$ cat src/rtl/fdiv16.sv
// fdiv16: multi-cycle fp16 divider with a valid/ready handshake on both sides.
// Zero and subnormal inputs are treated as signed zero and results never go
// subnormal. Specials resolve at acceptance. Finite operands run a 14-step
// restoring mantissa division, one rounding cycle, then hold in DONE until
// the consumer takes the result.
module fdiv16 (
  input  logic        clk,
  input  logic        reset,
  input  logic [15:0] x,
  input  logic [15:0] y,
  input  logic [1:0]  roundmode,
  input  logic        negr,
  input  logic        in_valid,
  output logic        in_ready,
  output logic [15:0] result,
  output logic [4:0]  flags,
  output logic        out_valid,
  input  logic        out_ready
);

  localparam int unsigned MW = 11;  // mantissa width including hidden bit
  localparam int unsigned QW = 14;  // quotient bits produced
  localparam int unsigned RW = 12;  // partial remainder width
  localparam int unsigned EW = 7;   // signed working exponent width
  localparam int unsigned CW = 4;   // division step counter width

  localparam logic [1:0] RM_RZ  = 2'b00;
  localparam logic [1:0] RM_RNE = 2'b01;
  localparam logic [1:0] RM_RP  = 2'b10;
  localparam logic [1:0] RM_RN  = 2'b11;

  localparam logic [CW-1:0] LAST_STEP = CW'(QW - 1);

  // Flag bit positions in {invalid, divzero, overflow, underflow, inexact}
  localparam logic [4:0] FLG_INVALID = 5'b10000;
  localparam logic [4:0] FLG_DIVZERO = 5'b01000;
  localparam logic [4:0] FLG_OVF     = 5'b00101;
  localparam logic [4:0] FLG_UNF     = 5'b00011;

  localparam logic [15:0] QNAN    = 16'h7E00;
  localparam logic [14:0] INF_MAG = 15'h7C00;
  localparam logic [14:0] MAX_MAG = 15'h7BFF;

  typedef enum logic [1:0] {
    IDLE   = 2'd0,
    DIVIDE = 2'd1,
    ROUND  = 2'd2,
    DONE   = 2'd3
  } state_t;

  state_t state, state_nx;

  // Operation registers captured at acceptance
  logic                 sign_q;
  logic [1:0]           rm_q;
  logic signed [EW-1:0] exp_q;
  logic [MW-1:0]        dvs_q;
  logic [RW-1:0]        rem_q;
  logic [QW-1:0]        quo_q;
  logic [CW-1:0]        cnt_q;

  // Acceptance and operand classification
  logic        accept_c;
  logic        sign_c;
  logic        x_zero_c, x_inf_c, x_nan_c;
  logic        y_zero_c, y_inf_c, y_nan_c;
  logic        special_c;
  logic [15:0] spec_res_c;
  logic [4:0]  spec_flg_c;

  // Division step
  logic          ge_c;
  logic [RW-1:0] rem_sub_c;

  // Normalisation and rounding
  logic                 rem_nz_c;
  logic [MW-1:0]        mant_c;
  logic                 guard_c;
  logic                 sticky_c;
  logic signed [EW-1:0] exp_c;
  logic                 inc_c;
  logic [MW:0]          mant_sum_c;
  logic [MW-1:0]        mant_r_c;
  logic signed [EW-1:0] exp_r_c;
  logic                 max_fin_c;
  logic [15:0]          rnd_res_c;
  logic [4:0]           rnd_flg_c;

  assign accept_c = in_valid & in_ready;

  // Classify operands and form the early result for special cases
  always_comb begin
    sign_c     = x[15] ^ y[15] ^ negr;
    x_zero_c   = (x[14:10] == 5'd0);
    x_inf_c    = (x[14:10] == 5'h1F) && (x[9:0] == 10'd0);
    x_nan_c    = (x[14:10] == 5'h1F) && (x[9:0] != 10'd0);
    y_zero_c   = (y[14:10] == 5'd0);
    y_inf_c    = (y[14:10] == 5'h1F) && (y[9:0] == 10'd0);
    y_nan_c    = (y[14:10] == 5'h1F) && (y[9:0] != 10'd0);
    special_c  = x_zero_c | x_inf_c | x_nan_c | y_zero_c | y_inf_c | y_nan_c;
    spec_res_c = {sign_c, 15'd0};
    spec_flg_c = 5'd0;
    if (x_nan_c || y_nan_c || (x_zero_c && y_zero_c) || (x_inf_c && y_inf_c)) begin
      spec_res_c = QNAN;
      spec_flg_c = FLG_INVALID;
    end else if (x_inf_c) begin
      spec_res_c = {sign_c, INF_MAG};
    end else if (y_zero_c) begin
      spec_res_c = {sign_c, INF_MAG};
      spec_flg_c = FLG_DIVZERO;
    end
  end

  // One restoring step: subtract the divisor when it fits
  always_comb begin
    ge_c      = (rem_q >= RW'(dvs_q));
    rem_sub_c = rem_q;
    if (ge_c) begin
      rem_sub_c = rem_q - RW'(dvs_q);
    end
  end

  // Normalise the quotient, round, and detect exponent range faults
  always_comb begin
    rem_nz_c = (rem_q != RW'(0));
    if (quo_q[QW-1]) begin
      mant_c   = quo_q[13:3];
      guard_c  = quo_q[2];
      sticky_c = (|quo_q[1:0]) | rem_nz_c;
      exp_c    = exp_q + 7'sd15;
    end else begin
      mant_c   = quo_q[12:2];
      guard_c  = quo_q[1];
      sticky_c = quo_q[0] | rem_nz_c;
      exp_c    = exp_q + 7'sd14;
    end

    inc_c = 1'b0;
    case (rm_q)
      RM_RZ:   inc_c = 1'b0;
      RM_RNE:  inc_c = guard_c & (sticky_c | mant_c[0]);
      RM_RP:   inc_c = (guard_c | sticky_c) & ~sign_q;
      RM_RN:   inc_c = (guard_c | sticky_c) & sign_q;
      default: inc_c = 1'b0;
    endcase

    mant_sum_c = {1'b0, mant_c} + (MW+1)'(inc_c);
    if (mant_sum_c[MW]) begin
      mant_r_c = 11'h400;
      exp_r_c  = exp_c + 7'sd1;
    end else begin
      mant_r_c = mant_sum_c[MW-1:0];
      exp_r_c  = exp_c;
    end

    // Directed modes that round toward zero on overflow saturate to max finite
    max_fin_c = (rm_q == RM_RZ) || ((rm_q == RM_RP) && sign_q) ||
                ((rm_q == RM_RN) && !sign_q);

    rnd_res_c = {sign_q, exp_r_c[4:0], mant_r_c[9:0]};
    rnd_flg_c = {4'd0, guard_c | sticky_c};
    if (exp_r_c >= 7'sd31) begin
      rnd_res_c = max_fin_c ? {sign_q, MAX_MAG} : {sign_q, INF_MAG};
      rnd_flg_c = FLG_OVF;
    end else if (exp_r_c <= 7'sd0) begin
      rnd_res_c = {sign_q, 15'd0};
      rnd_flg_c = FLG_UNF;
    end
  end

  // Next-state logic
  always_comb begin
    state_nx = state;
    case (state)
      IDLE:    if (accept_c) state_nx = special_c ? DONE : DIVIDE;
      DIVIDE:  if (cnt_q == CW'(0)) state_nx = ROUND;
      ROUND:   state_nx = DONE;
      DONE:    if (out_valid && out_ready) state_nx = IDLE;
      default: state_nx = IDLE;
    endcase
  end

  // State register
  always_ff @(posedge clk or posedge reset) begin
    if (reset) begin
      state <= IDLE;
    end else begin
      state <= state_nx;
    end
  end

  // Datapath and output registers
  always_ff @(posedge clk or posedge reset) begin
    if (reset) begin
      in_ready  <= 1'b1;
      out_valid <= 1'b0;
      result    <= 16'd0;
      flags     <= 5'd0;
      sign_q    <= 1'b0;
      rm_q      <= 2'd0;
      exp_q     <= '0;
      dvs_q     <= '0;
      rem_q     <= '0;
      quo_q     <= '0;
      cnt_q     <= '0;
    end else begin
      in_ready  <= (state_nx == IDLE);
      out_valid <= (state == DONE) && !(out_valid && out_ready);
      case (state)
        IDLE: begin
          if (accept_c) begin
            sign_q <= sign_c;
            rm_q   <= roundmode;
            exp_q  <= $signed(EW'({2'b00, x[14:10]})) - $signed(EW'({2'b00, y[14:10]}));
            dvs_q  <= {1'b1, y[9:0]};
            rem_q  <= RW'({1'b1, x[9:0]});
            quo_q  <= '0;
            cnt_q  <= LAST_STEP;
            if (special_c) begin
              result <= spec_res_c;
              flags  <= spec_flg_c;
            end
          end
        end
        DIVIDE: begin
          quo_q <= {quo_q[QW-2:0], ge_c};
          rem_q <= rem_sub_c << 1;
          cnt_q <= cnt_q - CW'(1);
        end
        ROUND: begin
          result <= rnd_res_c;
          flags  <= rnd_flg_c;
        end
        default: begin
        end
      endcase
    end
  end

endmodule

$ cat config.mk
export PLATFORM = sky130hd
export DESIGN_NAME = fdiv16
export DESIGN_NICKNAME = d
export VERILOG_FILES = /design/src/rtl/fdiv16.sv
export SDC_FILE = /design/constraint.sdc
export NUM_CORES = 1
export LEC_CHECK = 0
export BUFFER_PORTS_ARGS = -buffer_cell sky130_fd_sc_hd__buf_2
export CAP_MARGIN = 10
export CELL_PAD_IN_SITES_DETAIL_PLACEMENT = 2
export CELL_PAD_IN_SITES_GLOBAL_PLACEMENT = 2
export CORE_ASPECT_RATIO = 1.4
export CORE_MARGIN = 2
export CORE_UTILIZATION = 32
export DETAILED_ROUTE_END_ITERATION = 8
export PLACE_DENSITY_LB_ADDON = 0.1
export SYNTH_ARGS = -nofsm -noshare
export SYNTH_HDL_FRONTEND = slang
export SYNTH_SLANG_ARGS = --single-unit
$ cat constraint.sdc
create_clock -name clk -period 4.2 [get_ports clk]
set_input_delay 1.26 -clock clk [delete_from_list [all_inputs] [get_ports clk]]
set_output_delay 1.26 -clock clk [all_outputs]
set_load 0.1 [all_outputs]
Word level (Yosys, flattened, before mapping)
Cells that the tools add are included.
{ "word_totals": {"ff_bits": 76, "out_inout_bits": 23, "wordCells": 118} }
{ "classes": {"add_sub_neg": 7, "n_lt_le_gt_ge": 3, "n_eq_ne": 10, "mux": 36, "n_bitwise": 16, "n_reduce_logical": 34} }
{ "ops": {"columns": ["op", "n"], "rows": [
  ["$mux 15", 4],
  ["$mux 16", 3],
  ["$mux 11", 3],
  ["$pmux 16 s2", 1],
  ["$pmux 14 s2", 1],
  ["$pmux 12 s2", 1],
  ["$logic_not 10->1", 2],
  ["$reduce_bool 10->1", 2],
  ["$mux 5", 3],
  ["$add 7x5->7 const B", 2],
  ["$mux 14", 1],
  ["$mux 7", 2],
  ["$add 11x1->12", 1],
  ["$ge 12x11->1", 1],
  ["$mux 12", 1],
  ["$mux 4", 3],
  ["$reduce_bool 12->1", 1],
  ["$sub 11x11->11", 1],
  ["$eq 5x5->1 const B", 2],
  ["$logic_and 1x1->1", 10],
  ["$logic_not 5->1", 2],
  ["$mux 10", 1],
  ["$mux 2", 5],
  ["$pmux 5 s2", 1],
  ["25 further kinds", 52]
]} }

Longest topological paths before layout
Gate-level depths: netlist of the first run.
{ "depth": {"word_depth": 12, "mapped_depth": 19, "depth_no_buf": 15} }

Worst setup path after synthesis of the first run
Ideal clock, no wire load.
{ "synth_timing": {"path_kind": "reg2reg", "startpoint": "reg quo_q[13]", "endpoint": "reg result[3]", "setup_time_ns": 0.080, "arrival_time_ns": 4.030, "required_ns": 4.120, "setup_slack_ns": 0.089, "path_stages_with_launch": 20, "path_cell_list": "dfrtp_1 -> buf_6 -> clkbuf_1 -> clkbuf_1 -> a211oi_1 -> nand4_1 -> nor2_1 -> nor3b_1 -> a21oi_1 -> o21ai_0 -> ha_1 -> nand2_1 -> or4_1 -> buf_2 -> nor4_4 -> a31oi_1 -> and3_4 -> buf_6 -> or4_1 -> o211ai_2"} }
{ "synth_via": {"elab_chain_cells": 10, "word_cells_on_any_way": 19, "classes_between": "2 x add/sub; 2 x order compare; 10 x mux; 5 x bitwise"} }
{ "synth_lines": {"columns": ["element", "line_no", "text"], "rows": [
  ["start, declared", "59", "logic [QW-1:0] quo_q;"],
  ["start signal, assigned", "226", "quo_q <= {quo_q[QW-2:0], ge_c};"],
  ["$mux 1 or $mux 11 (tied branches)", "126", "if (quo_q[QW-1]) begin"],
  ["$or 1x1->1 (on tied branches)", "142, 143, 141", null],
  ["$and 1x1->1 (on tied branches)", "143, 141, 142", null],
  ["$pmux 1 s4", "139", "case (rm_q)"],
  ["$add 11x1->12", "147", "mant_sum_c = {1'b0, mant_c} + (MW+1)'(inc_c);"],
  ["$mux 7", "148", "if (mant_sum_c[MW]) begin"],
  ["$le 7x1->1", "165", "end else if (exp_r_c <= 7'sd0) begin"],
  ["$mux 15", "165", null],
  ["$mux 15 (*)", "162", "if (exp_r_c >= 7'sd31) begin"],
  ["$pmux 16 s2 (*)", "209", "case (state)"],
  ["end signal, assigned", "220", "result <= spec_res_c;"],
  ["end signal, assigned", "231", "result <= rnd_res_c;"],
  ["end, declared", "15", "output logic [15:0] result,"]
]} }
Every way passes the cells marked *; elsewhere a longest branch is shown, timed or not.
A chain may end at the register's enable or synchronous reset.

Worst setup path after layout of the first run
{ "layout_timing": {"startpoint": "reg rem_q[11]", "endpoint": "reg result[8]"} }
{ "layout_via": {"elab_chain_cells": 12, "word_cells_on_any_way": 18, "classes_between": "1 x add/sub; 2 x order compare; 7 x mux; 7 x bitwise; 1 x reduce/logical"} }
{ "layout_lines": {"columns": ["element", "line_no", "text"], "rows": [
  ["start, declared", "58", "logic [RW-1:0] rem_q;"],
  ["start signal, assigned", "216", "rem_q <= RW'({1'b1, x[9:0]});"],
  ["start signal, assigned", "227", "rem_q <= rem_sub_c << 1;"],
  ["$reduce_bool 12->1 (*)", "125", "rem_nz_c = (rem_q != RW'(0));"],
  ["$or 1x1->1 (on tied branches)", "134, 129", null],
  ["$mux 1 (*)", "126", null],
  ["$or 1x1->1 (on tied branches)", "142, 143, 141", null],
  ["$and 1x1->1 (on tied branches)", "143, 141, 142", null],
  ["$pmux 1 s4 (*)", "139", null],
  ["$add 11x1->12 (*)", "147", null],
  ["$mux 7", "148", null],
  ["$le 7x1->1", "165", null],
  ["$mux 15", "165", null],
  ["$mux 15 (*)", "162", null],
  ["$pmux 16 s2 (*)", "209", null]
]} }
Marks and branches as above.

==> results of run 1 <==
[logic make-up after synthesis]
family | synth area share (%)
muxes | 4.19
AOI/OAI and AO/OA | 19.7
DFF | 36.3
and+or+nand+nor | 21.8
adders and majority gates | 6.34
buffers and inverters | 5.59
xor gates and xnor gates | 6.03
[flip-flops by register name, summed over array words and instances (netlist names)]
name / cells
result: 16
quo_q: 14
dvs_q: 11
sign_q: 1
rem_q: 12
flags: 5
state: 2
cnt_q: 4
in_ready: 1
rm_q: 2
exp_q: 6
out_valid: 1
[tightest hold or removal path, delay by kind of cell (launching register included)]
| kind | cells | cell delay (ns) |
|---|---|---|
| DFF | 1 | 0.33 |
| buffers and inverters | 1 | 0.05 |
| and+or+nand+nor | 1 | 0.05 |
[repair_timing]
action | in CTS | in global routing
resized for setup | 0 | 1
hold buffers | 0 | 0
endpoints found under the setup margin | 0 | 1
[worst paths after layout]
path | startpoint | endpoint | slack [ns] | cells past startpoint
setup / recovery | rem_q[11] | result[8] | 0.31 | 15
hold / removal | dvs_q[10] | dvs_q[10] | 0.46 | 2
setup reg to reg | rem_q[11] | result[8] | 0.31 | 15
hold reg to reg | dvs_q[10] | dvs_q[10] | 0.46 | 2
max in group asynchronous | reset | flags[0] | 2.31 | 3
min in group asynchronous | reset | dvs_q[0] | 1.19 | 3
[synthesized netlist by cell type, types with 3 or more instances]
cell and n:
nand3_1 32, clkbuf_1 27, a22oi_1 10, ha_1 23, a32oi_1 3, o31ai_1 8, and3_1 3, dfrtp_1 74
nand2_1 84, nor2_1 32, a21oi_1 23, a21o_1 8, a211oi_1 4, buf_2 6, o211ai_2 4, xnor2_1 18
nor2b_1 9, or2_2 3, a32o_1 3, o211ai_1 6, a21boi_0 4, or4_1 6, nor4_1 14, a31oi_1 10
mux2_2 5, mux2i_1 16, and2_1 3, nand2b_1 7, xor2_1 15, nand4_1 7, o21ai_0 44, inv_1 33
nor3_1 9, or3_1 9
[stage by stage]
stage | cell area, µm² | util (%) | hold slack [ns] | instances
2_1_floorplan | 5170 | - | 0.418 | 605
3_3_place_gp | 5650 | 35.4 | 0.446 | 840
3_5_place_dp | 5650 | 35.4 | 0.449 | 840
4_1_cts | 5970 | 37.4 | 0.463 | 856
5_1_grt | 5980 | 37.4 | 0.490 | 856
6_report | 5980 | 37.4 | 0.457 | 856
[layer usage]
layer | global-route usage, % | vias up
li1 | - | 2265
met1 | 22.9 | 2461
met2 | 41.8 | 81
met3 | 2.19 | 30
met4 | 9.76 | 0
met5 | 0 | -
[power groups by stage]
| stage | registers, W | logic (W) | clock network, W |
|---|---|---|---|
| detailed placement | 0.00124 | 0.00221 | 0 |
| global route | 0.00127 | 0.00241 | 0.000901 |
| finish | 0.00122 | 0.00221 | 0.000857 |
| global placement | 0.00121 | 0.00214 | 0 |
| floorplan | 0.00157 | 0.00130 | 0 |
| CTS | 0.00122 | 0.00223 | 0.000879 |
[layout make-up]
| cell class | count | area, µm² |
|---|---|---|
| well taps | 199 | 249 |
| inverters | 34 | 128 |
| clock buffers | 10 | 229 |
| flip-flops and latches | 75 | 1880 |
| repair buffers | 73 | 395 |
| fillers | 1824 | 9990 |
| multi-input cells | 459 | 3010 |
| clock inverters | 6 | 90.1 |
==> metrics.md, run 1 <==
| Metric | Value |
|---|---|
| GPL Wtd Cong | `roughly 0.90` |
| Switching portion of total power | `48.6%` |
| Core area | `16000 µm²` |
| Startpoint types | `flip-flop` |
| Remaining DRCs | `0` |
| Root Buffer | `clkbuf_16` |
| Synthesized cell area | `5170 µm²` |
| VDD IR max | `0.432 mV` |
| Initial antenna violation count | `0` |
| Critical path buffers and inverters | `1` |
| Seq/Total Area, Yosys | `36.3%` |
| Synth Register Bits | `75` |
| Clk_lat worst skew | `0.35 ns` |
| Synth top area share | `35.8%` |
| Max_cap viols | `0` |
| Clock power share | `between 20% and 30%` |
| DR WL met2 | `about 9900 µm` |
| Cell variety after synth | `66` |
| Mean post-synth cell area | `approximately 8.5 µm²` |
| Type of the worst setup path | `flip-flop to flip-flop` |
| Clk slew on worst S/H paths | `0.06 ns` |
| Final wirelength | `between 15000 and 20000 µm` |
| Vias | `4837` |
| Max H-tree Level | `3` |
| Detailed placement HPWL | `13500 µm` |
| Crit path arrival time | `4.15 ns` |
| Gate power share | `51.5%` |
| Post-Syn Instances | `605` |
| Overflow after GRT | `0` |
| IO buf count | `61` |
| Post-CTS setup buffer count | `0` |
| Die W | `111 µm` |
| WL met3 | `362 µm` |
| Commonest non-fill, non-tap cells in the layout | `nand2_1 (84), dfrtp_1 (74), buf_2 (61)` |
| Fmax | `between 200 and 300 MHz` |
| Slowest stage delay, CP | `~0.70 ns` |
| Relative slew slack | `24.7%` |
| Initial Utilization | `32.4%` |
| Largest net degree at the start of global routing | `76` |
| ANT nets after route | `0` |
| Worst Setup End Kind | `flip-flop` |
| Cell Chain, Critical Path | `nor4_1 > nand4_1 > nor2_1 > nor3b_1 > a21oi_1 > o21ai_0 > ha_1 > nand2_1 > or4_1 > nor2_1 > o32a_1 > o22ai_1 > buf_4 > or4b_1 > o211ai_1` |
| Hold Path Class | `flip-flop to flip-flop` |
| Critical Path RT | `4.46 ns` |
| Top sig layer | `met4` |
| Total Neg Setup Slack | `0 ns` |
| Routed len/inst | `slightly above 20 µm` |
| Clock Path Buffers | `2` |
| Met1 WL | `6720 µm` |
| Ys flop type | `dfrtp_1` |
| Final worst-path cycle share | `92.5%` |
| CTS Buf Count | `9` |
| Die area | `17200 µm²` |
| CTS tree | `yes` |
| Sink Count | `75` |
| Initial DRC count | `152` |
| Power per standard cell area | `717 nW/µm²` |
| Crit Path Max Fanout | `18` |
| Layout area overhead | `15.7%` |
| Share of cells above drive strength 1 | `17.0%` |
| Leakage | `between 2 and 3 nW` |
| Worst-margin pin slew | `between 1 and 1.5 ns` |
| I/O pin cnt | `62` |
| Total track usage | `21.4%` |
| RSZ-0062 raised after global routing | `no` |
| Crit path time final | `3.89 ns` |
| Synth async-reset ratio | `100%` |
| Final-report setup violation count | `0` |
| Vias in the first global route | `5361` |
| Critical path's slowest cell | `or4_1` |
| Cell mode on critical path | `nor2_1` |
| Ys Warns | `0` |
| Seq pwr share | `28.5%` |
| Clock Skew | `slightly above 0.008 ns` |
| Internal power | `0.00220 W` |
| Final worst setup slack | `0.314 ns` |
| Main area contributors after synthesis | `dfrtp_1 (36%), nand2_1 (6.1%), ha_1 (5.6%)` |
| Syn_nets | `669` |
| # rows | `55` |
| EDFF count, synth | `0` |
| # diodes | `0` |
| TritonRoute pass-1 iters | `4` |
| Switch Pwr | `0.00208 W` |
| Status | `completed` |
| First-pass GRT wire length | `29000 µm` |
| Final Max Tran Viols | `0` |
| Final hold viol count | `0` |
| Final Total Pwr | `about 0.0043 W` |
| Die H | `154 µm` |
| Top cell family by delay on the critical path | `simple AND/OR/NAND/NOR gates` |
| Final Net Count | `716` |
| Via/cell ratio | `5.65` |
| Setup Slack @ Placement | `approximately 0.31 ns` |
| Most common cell after layout, fill and taps aside | `nand2_1` |
| Cell taking the most area after synthesis | `dfrtp_1` |
Note: power is estimated with default switching activity, not from simulation.
==> run 2: changes to the inputs <==
Settings changed: BUFFER_PORTS_ARGS -buffer_cell sky130_fd_sc_hd__buf_2 to not set, CORE_UTILIZATION 32 to 35, DONT_BUFFER_PORTS set to 1.
==> metrics.md, run 2 (same netlist as run 1, synthesis figures left out) <==
| Metric | Value |
|---|---|
| Status | `completed` |
| Critical Path RT | `4.40 ns` |
| Clk_lat worst skew | `around 0.34 ns` |
| Root Buffer | `clkbuf_16` |
| Max FFs per register | `16` |
| Initial Utilization | `a little over a third` |
| Initial DRC count | `153` |
| Via/cell ratio | `5.83` |
| # rows | `52` |
| Final Net Count | `656` |
| Vias | `4580` |
| Met1 WL | `6500 µm` |
| # diodes | `0` |
| IO buf count | `0` |
| Post-CTS setup buffer count | `0` |
| Startpoint types | `flip-flop` |
| WL met3 | `375 µm` |
| Type of the worst setup path | `flip-flop to flip-flop` |
| Hold Path Class | `flip-flop to flip-flop` |
| Leakage | `between 2 and 2.5 nW` |
| Max H-tree Level | `3` |
| Core area | `14400 µm²` |
| Hold_sp | `dvs_q[10]` |
| Clock Skew | `0.00756 ns` |
| ANT nets after route | `0` |
| Commonest non-fill, non-tap cells in the layout | `nand2_1 (84), dfrtp_1 (74), o21ai_0 (44)` |
| Largest Register | `result` |
| Initial antenna violation count | `0` |
| Vias in the first global route | `between 5000 and 6000` |
| Final worst-path cycle share | `93.1%` |
| Sink Count | `75` |
| Placed cells | `770` |
| Total track usage | `22.6%` |
| VDD IR max | `0.255 mV` |
| Most common cell after layout, fill and taps aside | `nand2_1` |
| Final wirelength | `16900 µm` |
| Remaining DRCs | `0` |
| CTS Buf Count | `9` |
| Relative slew slack | `between 20% and 30%` |
| Share of cells above drive strength 1 | `approximately 8.5%` |
| Clock Path Buffers | `2` |
| Crit path time final | `3.91 ns` |
| Crit path arrival time | `4.11 ns` |
| TritonRoute pass-1 iters | `4` |
| RSZ-0062 raised after global routing | `no` |
| Cts repair resizes | `0` |
| Filler cells | `roughly 1600` |
| Fmax | `approximately 260 MHz` |
| Final-report setup violation count | `0` |
| Final Total Pwr | `0.00418 W` |
| Multi-input logic area | `3000 µm²` |
| Power per standard cell area | `738 nW/µm²` |
| Seq. cell area | `1880 µm²` |
| Worst Setup End Kind | `flip-flop` |
| Cts hold-fix bufs | `0` |
| Final Max Tran Viols | `0` |
| Die area | `15800 µm²` |
| Crit Path Max Fanout | `10` |
| Origin of the critical flop-to-flop path | `rem_q[11]` |
| Die W | `107 µm` |
| Worst setup startpoint | `rem_q[11]` |
| Overflow after GRT | `0` |
| Worst-margin pin slew | `1.09 ns` |
| Top sig layer | `met4` |
| Die H | `148 µm` |
| Final hold viol count | `0` |
| Max_cap viols | `0` |
| Routed len/inst | `21.6 µm` |
| Biggest regs | `result (16), quo_q (14), rem_q (12)` |
| Layout area overhead | `9.59%` |
| CTS tree | `yes` |
| DR WL met2 | `9610 µm` |
| Final Non-Filler Cells | `786` |
| I/O pin cnt | `62` |
| Total Neg Setup Slack | `0 ns` |
| Largest net degree at the start of global routing | `56` |
| Clk slew on worst S/H paths | `roughly 0.060 ns` |
| Detailed placement HPWL | `13000 µm` |
| First-pass GRT wire length | `27800 µm` |
| GPL Wtd Cong | `0.873` |
run 2: routing by layer:
layer,vias up,track usage (%)
met3,25,2.60
met1,2320,24.3
li1,2151,-
met4,0,7.92
met5,-,0
met2,84,44.4
run 2: worst paths after layout:
check                             to  slack [ns]  cells after the start
setup / recovery           result[2]        0.29                     13
hold / removal             dvs_q[10]        0.48                      2
setup reg to reg           result[2]        0.29                     13
min in group asynchronous   dvs_q[0]        0.99                      1
hold reg to reg            dvs_q[10]        0.48                      2
max in group asynchronous  result[0]        2.39                      2
run 2: final cells by class:
type	count	area share, %
well taps	189	4.18
clock inverters	6	1.59
repair buffers	13	1.72
multi-input cells	459	53.0
inverters	34	2.28
flip-flops and latches	75	33.2
clock buffers	10	4.04
run 2: report_power, final:
part | total, W | internal [W] | switching (W) | leakage, nW
clock network | 0.000841 | 0.000522 | 0.000320 | 0.153
logic | 0.00164 | 0.000665 | 0.000976 | 1.39
registers | 0.00170 | 0.000956 | 0.000741 | 0.938
run 2: per-stage QoR:
step                hold WS (ns)  area [µm²]  util (%)  worst slack (ns)
CTS                        0.499        5660      39.2             0.295
global route               0.537        5660      39.2            0.0392
finish                     0.484        5660      39.2             0.290
detailed placement         0.472        5340      37.0             0.348
floorplan                  0.418        5170         -            0.0893
global placement           0.447        5340      37.0             0.518
run 2: critical path, cell delays in order (launching register included):
cell      delay (ns)
dfrtp_1         0.44
nor4_1          0.11
nand4_1         0.16
nor2_1          0.07
nor3b_1         0.21
a21oi_1         0.06
o21ai_0         0.18
ha_1            0.24
nand2_1         0.10
or4_1           0.69
or3_1           0.45
o31ai_1         0.48
o21a_1          0.42
o211ai_1        0.16
